## config.mk

```make
export PLATFORM = sky130hd
export DESIGN_NAME = stage7_norm_div_flat
export DESIGN_NICKNAME = d
export VERILOG_FILES = /design/src/rtl/stage7_norm_div_pkg.sv /design/src/rtl/stage7_norm_div_if.sv /design/src/rtl/stage7_norm_div_div_step.sv /design/src/rtl/stage7_norm_div.sv /design/src/flat_wrapper.sv
export SDC_FILE = /design/constraint.sdc
export NUM_CORES = 1
export LEC_CHECK = 0
export CAP_MARGIN = 15
export CORE_MARGIN = 1.5
export CORE_UTILIZATION = 45
export DETAILED_ROUTE_END_ITERATION = 6
export PLACE_DENSITY = 0.68
export SYNTH_ARGS = -nofsm -noshare
export SYNTH_HDL_FRONTEND = slang
export SYNTH_SLANG_ARGS = --single-unit
```

## constraint.sdc

```tcl
create_clock -name clk -period 4.9 [get_ports clk]
set_input_delay 1.47 -clock clk [delete_from_list [all_inputs] [get_ports clk]]
set_output_delay 1.47 -clock clk [all_outputs]
set_load 0.01 [all_outputs]
```

## src/rtl/stage7_norm_div_pkg.sv

```systemverilog
// stage_pkg: shared state encoding and default widths for the normalisation stage.
package stage_pkg;
    localparam int AW_D = 16;
    localparam int BW_D = 8;
    localparam int QW_D = 8;
    localparam int PIX_MAX = (1 << QW_D) - 1;
    typedef enum logic [1:0] {IDLE, DIV, DONE} state_t;
endpackage

```

## src/rtl/stage7_norm_div_if.sv

```systemverilog
// stage7_norm_div_if: input and output valid/ready channels of the normalisation stage.
interface stage7_norm_div_if
    import stage_pkg::*;
#(
    parameter int AW = AW_D,
    parameter int BW = BW_D,
    parameter int QW = QW_D
);
    logic          in_valid;
    logic          in_ready;
    logic [AW-1:0] a;
    logic [BW-1:0] b;
    logic          out_valid;
    logic          out_ready;
    logic [QW-1:0] pix;
    logic          sat;
    logic          div_zero;
    modport master (output in_valid, a, b, out_ready, input in_ready, out_valid, pix, sat, div_zero);
    modport slave (input in_valid, a, b, out_ready, output in_ready, out_valid, pix, sat, div_zero);
endinterface

```

## src/rtl/stage7_norm_div_div_step.sv

```systemverilog
// div_step: one combinational restoring-division step; r < b on entry keeps r_nx < b.
module div_step #(
    parameter int BW = 8
) (
    input  logic [BW-1:0] r,
    input  logic          din,
    input  logic [BW-1:0] b,
    output logic [BW-1:0] r_nx,
    output logic          qb
);
    logic [BW:0] t;
    always_comb begin
        t    = {r, din};
        qb   = t >= {1'b0, b};
        r_nx = qb ? BW'(t - {1'b0, b}) : t[BW-1:0];
    end
endmodule

```

## src/rtl/stage7_norm_div.sv

```systemverilog
// stage7_norm_div: rounded, saturated a/b via an iterative restoring divider.
module stage7_norm_div
    import stage_pkg::*;
#(
    parameter int AW = AW_D,
    parameter int BW = BW_D,
    parameter int QW = QW_D
) (
    input logic clk,
    input logic rst,
    stage7_norm_div_if.slave bus
);
    localparam int CW = $clog2(QW);
    state_t        state;
    logic [BW-1:0] r, bq, r_nx;
    logic [QW-1:0] q;
    logic [CW-1:0] cnt;
    logic          qb;
    logic [AW:0]   n, d;
    // Adding b/2 before the divide turns truncation into round-half-up.
    assign n = {1'b0, bus.a} + (AW+1)'(bus.b >> 1);
    assign d = (AW+1)'({bus.b, {QW{1'b0}}});
    div_step #(.BW(BW)) u_step (.r(r), .din(q[QW-1]), .b(bq), .r_nx(r_nx), .qb(qb));
    always_ff @(posedge clk) begin
        if (!rst) begin
            state        <= IDLE;
            bus.in_ready <= 1'b1;
            bus.out_valid <= 1'b0;
            bus.pix      <= '0;
            bus.sat      <= 1'b0;
            bus.div_zero <= 1'b0;
            r            <= '0;
            q            <= '0;
            bq           <= '0;
            cnt          <= '0;
        end else begin
            case (state)
                IDLE: if (bus.in_valid) begin
                    bq           <= bus.b;
                    bus.in_ready <= 1'b0;
                    if (bus.b == '0) begin
                        bus.pix       <= '0;
                        bus.div_zero  <= 1'b1;
                        bus.sat       <= 1'b0;
                        bus.out_valid <= 1'b1;
                        state         <= DONE;
                    end else if (n >= d) begin
                        bus.pix       <= QW'(PIX_MAX);
                        bus.sat       <= 1'b1;
                        bus.div_zero  <= 1'b0;
                        bus.out_valid <= 1'b1;
                        state         <= DONE;
                    end else begin
                        // N < D guarantees the upper part of N is already below b.
                        r     <= n[QW+BW-1:QW];
                        q     <= n[QW-1:0];
                        cnt   <= '0;
                        state <= DIV;
                    end
                end
                DIV: begin
                    r   <= r_nx;
                    q   <= {q[QW-2:0], qb};
                    cnt <= cnt + 1'b1;
                    if (cnt == CW'(QW-1)) begin
                        bus.pix       <= {q[QW-2:0], qb};
                        bus.sat       <= 1'b0;
                        bus.div_zero  <= 1'b0;
                        bus.out_valid <= 1'b1;
                        state         <= DONE;
                    end
                end
                DONE: if (bus.out_ready) begin
                    bus.out_valid <= 1'b0;
                    bus.in_ready  <= 1'b1;
                    state         <= IDLE;
                end
                default: state <= IDLE;
            endcase
        end
    end
endmodule
```

## src/flat_wrapper.sv

```systemverilog
// flat-port wrapper written by rule: the top's interface ports become plain ports
module stage7_norm_div_flat import stage_pkg::*;
#(
    parameter int AW = AW_D,
    parameter int BW = BW_D,
    parameter int QW = QW_D
)
  (clk, rst, bus_in_valid, bus_a, bus_b, bus_out_ready, bus_in_ready, bus_out_valid, bus_pix, bus_sat, bus_div_zero);
  stage7_norm_div_if #(.AW(AW), .BW(BW), .QW(QW)) bus_i ();
  input logic clk;
  input logic rst;
  input wire logic [$bits(bus_i.in_valid)-1:0] bus_in_valid;
  input wire logic [$bits(bus_i.a)-1:0] bus_a;
  input wire logic [$bits(bus_i.b)-1:0] bus_b;
  input wire logic [$bits(bus_i.out_ready)-1:0] bus_out_ready;
  output wire logic [$bits(bus_i.in_ready)-1:0] bus_in_ready;
  output wire logic [$bits(bus_i.out_valid)-1:0] bus_out_valid;
  output wire logic [$bits(bus_i.pix)-1:0] bus_pix;
  output wire logic [$bits(bus_i.sat)-1:0] bus_sat;
  output wire logic [$bits(bus_i.div_zero)-1:0] bus_div_zero;
  assign bus_i.in_valid = bus_in_valid;
  assign bus_i.a = bus_a;
  assign bus_i.b = bus_b;
  assign bus_i.out_ready = bus_out_ready;
  assign bus_in_ready = bus_i.in_ready;
  assign bus_out_valid = bus_i.out_valid;
  assign bus_pix = bus_i.pix;
  assign bus_sat = bus_i.sat;
  assign bus_div_zero = bus_i.div_zero;
  stage7_norm_div #(.AW(AW), .BW(BW), .QW(QW)) u_core (.clk(clk), .rst(rst), .bus(bus_i));
endmodule
```

---- After elaboration in Yosys (flattened, before gate mapping) ----
Index checks and enable logic that the tools add are counted.
storage, ports and cells
  flip-flop bits (word level) ............. 41
  output and inout port bits .............. 12
operators by class
  add/subtract/negate cells ............... 3
  order comparisons ....................... 2
  equality and inequality tests ........... 9
  mux-type cells .......................... 41
  reduce and logical (&&, ||, !) cells .... 11
operators by type and width
  kind                                                                     number
  8-bit 2-to-1 mux                                                         11
  8-bit case mux with 2 select lines                                       3
  16-bit by 7-bit adder with 17-bit output                                 1
  17-bit by 16-bit >= comparator with 1-bit output                         1
  1-bit 2-to-1 mux                                                         13
  2-bit 2-to-1 mux                                                         5
  9-bit by 8-bit >= comparator with 1-bit output                           1
  3-bit 2-to-1 mux                                                         3
  8-bit logical NOT                                                        1
  2-bit inequality test, second input constant                             4
  4-bit AND reduction                                                      2
  8-bit subtractor                                                         1
  1-bit case mux with 2 select lines                                       3
  2-bit case mux with 3 select lines                                       1
  3-bit case mux with 2 select lines                                       1
  3-bit AND reduction                                                      2
  5-bit AND reduction                                                      1
  2-bit nonzero test                                                       2
  3-bit by 1-bit adder with 3-bit output, second input constant            1
  3-bit == test, second input constant                                     1
  3-bit by 1-bit inequality test with 1-bit output, second input constant  1
  1-bit case mux with 3 select lines                                       1
  3-bit nonzero test                                                       1
  2-bit by 1-bit == test with 1-bit output, second input constant          1
  other kinds (4)                                                          4

---- Logic depth before layout (Yosys ltp) ----
  depth in word-level cells ............... 6
  depth in mapped cells ................... 17

---- Cells and area by module ----
From an unflattened synthesis, not the netlist that was laid out.
unflattened totals
  cells, all modules ...................... 375
  area total of the unflattened synthesis .. 3089.2 sq um
by module, submodules not included
  module           times used  cells an instance  area an instance (sq um)
  stage7_norm_div  1           306                2568.7
  div_step         1           69                 520.5

---- Worst setup path before layout ----
No wires, ideal clock.
  kind .................................... input-to-reg
  start ................................... input bus_b[1]
  end ..................................... register u_core.bus.pix[4]
  data arrival time ....................... 4.815 ns
  slack ................................... 0.014 ns
  cell stages on the path ................. 15
  path through ............................ ha_1 > fa_1 > a21o_1 > a311o_1 > nand3_1 > nor2_1 > xor2_1 > ha_1 > nand4_1 > or4_1 > a221oi_1 > o2111a_1 > o21ai_2 > nand2_4 > mux2i_1
between the ends
  longest elaborated chain between the ends .. 4
  elaborated cells between the ends (all ways) .. 8
ends and longest elaborated chain
  item                                                                                            RTL line                                      RTL
  from (decl)                                                                                     flat_wrapper.sv:14                            input wire logic [$bits(bus_i.b)-1:0] bus_b;
  16-bit by 7-bit adder with 17-bit output or 8-bit logical NOT (tied branches)                   stage7_norm_div.sv:21, stage7_norm_div.sv:41
  17-bit by 16-bit >= comparator with 1-bit output or 8-bit 2-to-1 mux (tied branches)            stage7_norm_div.sv:47, stage7_norm_div.sv:41
  3-bit by 1-bit inequality test with 1-bit output (no line) or 8-bit 2-to-1 mux (tied branches)  -
  4-bit AND reduction (no line) or 8-bit case mux with 2 select lines (tied branches)             -
  to (signal assigned)                                                                            stage7_norm_div.sv:48                         bus.pix <= QW'(PIX_MAX);
  to (signal assigned)                                                                            stage7_norm_div.sv:66                         bus.pix <= {q[QW-2:0], qb};
  to (decl)                                                                                       stage7_norm_div_if.sv:19                      modport slave (input in_valid, a, b, out_ready, output in_ready, out_valid, pix, sat, div_zero);
Parallel ways exist; a longest one is shown, timed or not. The select of a mux whose other input is x is not followed.
A chain may end at the register's enable or synchronous reset.

---- Final worst setup path ----
  start ................................... input bus_b[1]
  end ..................................... register u_core.q[1]
between the ends
  longest elaborated chain between the ends .. 5
  elaborated cells between the ends (all ways) .. 10
ends and longest elaborated chain
  item                                                                              RTL line               RTL
  branches (longest 5 deep; another with 16-bit by 7-bit adder with 17-bit output)  -
  to (signal assigned)                                                              stage7_norm_div.sv:56  q <= n[QW-1:0];
  to (signal assigned)                                                              stage7_norm_div.sv:63  q <= {q[QW-2:0], qb};
  to (decl)                                                                         stage7_norm_div.sv:16  logic [QW-1:0] q;
Parallel ways; which one is timed is not known. The select of a mux whose other input is x is not followed.

==> metrics.cfg <==
[worst_setup_path]
ff2ff_path_depth = 9
slowest_stage = a221oi_4
crit_type = in -> reg
cp-end-kind = flip-flop
cp_data_required_time_ns = 5.12
max_stage_delay_ns = 0.43
cp.arrival_ns = 4.98
rr_endpoint = u_core.r[3]
r2r_start = u_core.bq[2]
r2r_slack_ns = 2.34
start_kind = primary input
worstPathCellList = clkbuf_2 -> ha_2 -> fa_2 -> a21o_1 -> a311o_1 -> nand4_1 -> xnor2_2 -> ha_1 -> a2111oi_2 -> o21ai_1 -> o32ai_2 -> o21ai_2 -> a221oi_4 -> buf_6 -> clkbuf_16 -> nor2_2 -> a311oi_2
path_max_fanout = 4

[die]
ios = 40
die_w_um = 85.4
die_area_sq_um = 7280
initial_core_util_pct = 47.2
die_h_um = 85.4
num_rows = 29
coreArea_sq_um = 6460

[finish]
nets = 516
drive_gt1_share_pct = 26.0
fin_cells = 539
antenna_cells = 0
final_core_util_pct = 66.9
design_area_sq_um = 4320
syn_to_final_growth_pct = 41.6
fillCellCount = 535

[grt]
overflow = 0
antenna_found_initial = 0
track_usage_pct = 23.6
grt_pass1_wl_um = 13900
grt_start_max_net_pins = 41
grt_pass1_vias = 2974

[synthesis]
synth_warnings = 0
synthArstFlopShare_pct = 0
synth_cell_types = 59
netlist_instances = 377
synth_edf_count = 0
ys_ff_latch = 41
syn-num-nets = 432
synthFlopType = dfxtp_1
syn_avg_cell_area_sq_um = 8.09
netlist_area_sq_um = 3050
synth_seq_area_share_pct = 26.9

[drt]
antenna_left = 0
drt_iter0_markers = 166
drcViolationCount = 1
post_drt_wl_per_cell_um = 15.6
vias = 3089
viasPerCell = 5.73
wl_um = 8410
drt-pass1-iter-count = 6

[clock_network]
insertion_delay_ns = 0.31
cts_tree = built
htreeDepth = 2
clock_path_buffers = 2
clk_pin_slew_ns = 0.09
clock_sinks = 41
clock-root-buffer = clkbuf_8
cts_buffers = 5

[timing]
timing.hold.ws_ns = 0.457
slew_violations = 0
setup_viol = 0
period_share_pct = 97.2
fin_tns_setup_ns = 0
timing.final.ws_setup_ns = 0.139
period_needed_ns = 4.76
finClkSkew_ns = 0.00795
max_slew_margin_pct = 35.6
hold_viol_final = 0
tightestPinTransition_ns = 0.966
fmax_mhz = 210

[placement]
io_buffers = 39
dpl_cell_area_sq_um = 3780
dp_slack_ns = -0.771
place.gp.congestion = 0.978
dpl.hpwl_um = 6070
placed_cells = 517

[power]
leakagePower_nw = 1.88
ir_drop_mv = 0.158
p_per_area_nw_per_um2 = 298
power_mw = 1.29

[min_path]
hold_end = u_core.bus.div_zero
hold_start = u_core.bus.div_zero
hp-class = reg -> reg
hold_depth = 2

[job]
drv_cap = 0

[run_status]
violations = DRC
status = finished, violations left

==> flip-flops by register name, indices dropped and copies added, names as in the netlist <==
register,flops
u_core.bq,8
u_core.bus.div_zero,1
u_core.bus.in_ready,1
u_core.bus.out_valid,1
u_core.bus.pix,8
u_core.bus.sat,1
u_core.cnt,3
u_core.q,8
u_core.r,8
u_core.state,2
==> cells by family (layout without fill, tap and decap cells) <==
logic type	count (synthesis)	after routing	synth area share, %
muxes	20	20	6.64
buffers and inverters	38	122	5.33
AOI/OAI and AO/OA	93	93	23.2
adders and majority gates	27	27	11.6
DFF	41	41	26.9
xor gates and xnor gates	14	14	4.02
and+or+nand+nor	144	145	22.3
==> what timing repair did <==
item | CTS | global route
gates cloned | 3 | 1
setup endpoints to repair | 32 | 32
pin swaps | 17 | 27
gates resized for setup | 19 | 55
hold buffers | 0 | 0
buffers inserted | 6 | 5
==> worst max-delay path: cells and delay by family <==
family | cells | cell delay [ns]
xor gates and xnor gates | 1 | 0.13
buffers and inverters | 3 | 0.46
adders and majority gates | 3 | 0.84
and+or+nand+nor | 2 | 0.19
AOI/OAI and AO/OA | 8 | 1.90
==> cells in the final DEF (no fill, tap or decap), types with 4 or more instances in the layout <==
master / instances
nor3_1: 6
xnor2_1: 6
nor2_2: 8
ha_4: 5
nand2_1: 44
dfxtp_1: 41
a21oi_1: 12
nand4_1: 7
nand3_1: 9
clkbuf_8: 5
a311oi_2: 5
nand2b_1: 8
o21ai_0: 17
clkdlybuf4s50_1: 26
xor2_1: 4
a21o_1: 4
o21ai_1: 6
ha_1: 19
and3_1: 4
mux2i_1: 18
o211ai_1: 11
nor2_1: 33
buf_4: 49
inv_1: 20
dlymetal6s2s_1: 10
==> power by group <==
group | internal [mW] | total, mW | switching, mW
logic | 0.289 | 0.600 | 0.311
registers | 0.375 | 0.408 | 0.0332
clock network | 0.153 | 0.281 | 0.128
==> final cells by class <==
type                    instances  area [sq um]  share of cell area (%)
clock buffers                   5          68.8                    1.59
inverters                      20          75.1                    1.74
flip-flops and latches         41           821                    19.0
clock inverters                 3          46.3                    1.07
well taps                      77          96.3                    2.23
multi-input cells             299          2330                    53.9
repair buffers                 94           887                    20.5
==> per-layer routing <==
metal / vias to the layer above / GRT usage [%] / share of wire (%)
met4: 0 / 8.50 / 2.7
li1: 1540 / - / -
met1: 1446 / 31.5 / 45
met2: 86 / 39.4 / 49
met5: - / 0 / 0
met3: 17 / 2.82 / 3.4
==> synthesized netlist by cell type (4+ instances only) <==
master,number,area (sq um)
nor2_1,44,165
nand3_1,10,50.1
nand4_1,7,43.8
o211ai_1,11,82.6
or4_1,4,30.0
a21o_1,4,30.0
o21ai_0,22,110
nand2b_1,8,50.1
a21oi_1,12,60.1
xnor2_1,9,78.8
a311oi_1,4,35.0
inv_1,20,75.1
nand2_1,44,165
ha_1,25,313
xor2_1,5,43.8
mux2i_1,18,180
clkbuf_1,13,48.8
dfxtp_1,41,821
and3_1,5,31.3
nor3_1,7,35.0
==> worst max-delay path by stage <==
| stage | startpoint | to |
|---|---|---|
| after floorplan | bus_b[1] | u_core.bus.pix[4] |
| after global placement | bus_b[1] | u_core.bus.pix[6] |
| after detailed placement | bus_b[1] | u_core.bus.pix[2] |
| after CTS | bus_b[5] | u_core.bus.sat |
| after global routing | bus_a[3] | u_core.r[1] |
| final | bus_b[1] | u_core.q[1] |
Note: power is estimated with default switching activity, not from simulation.
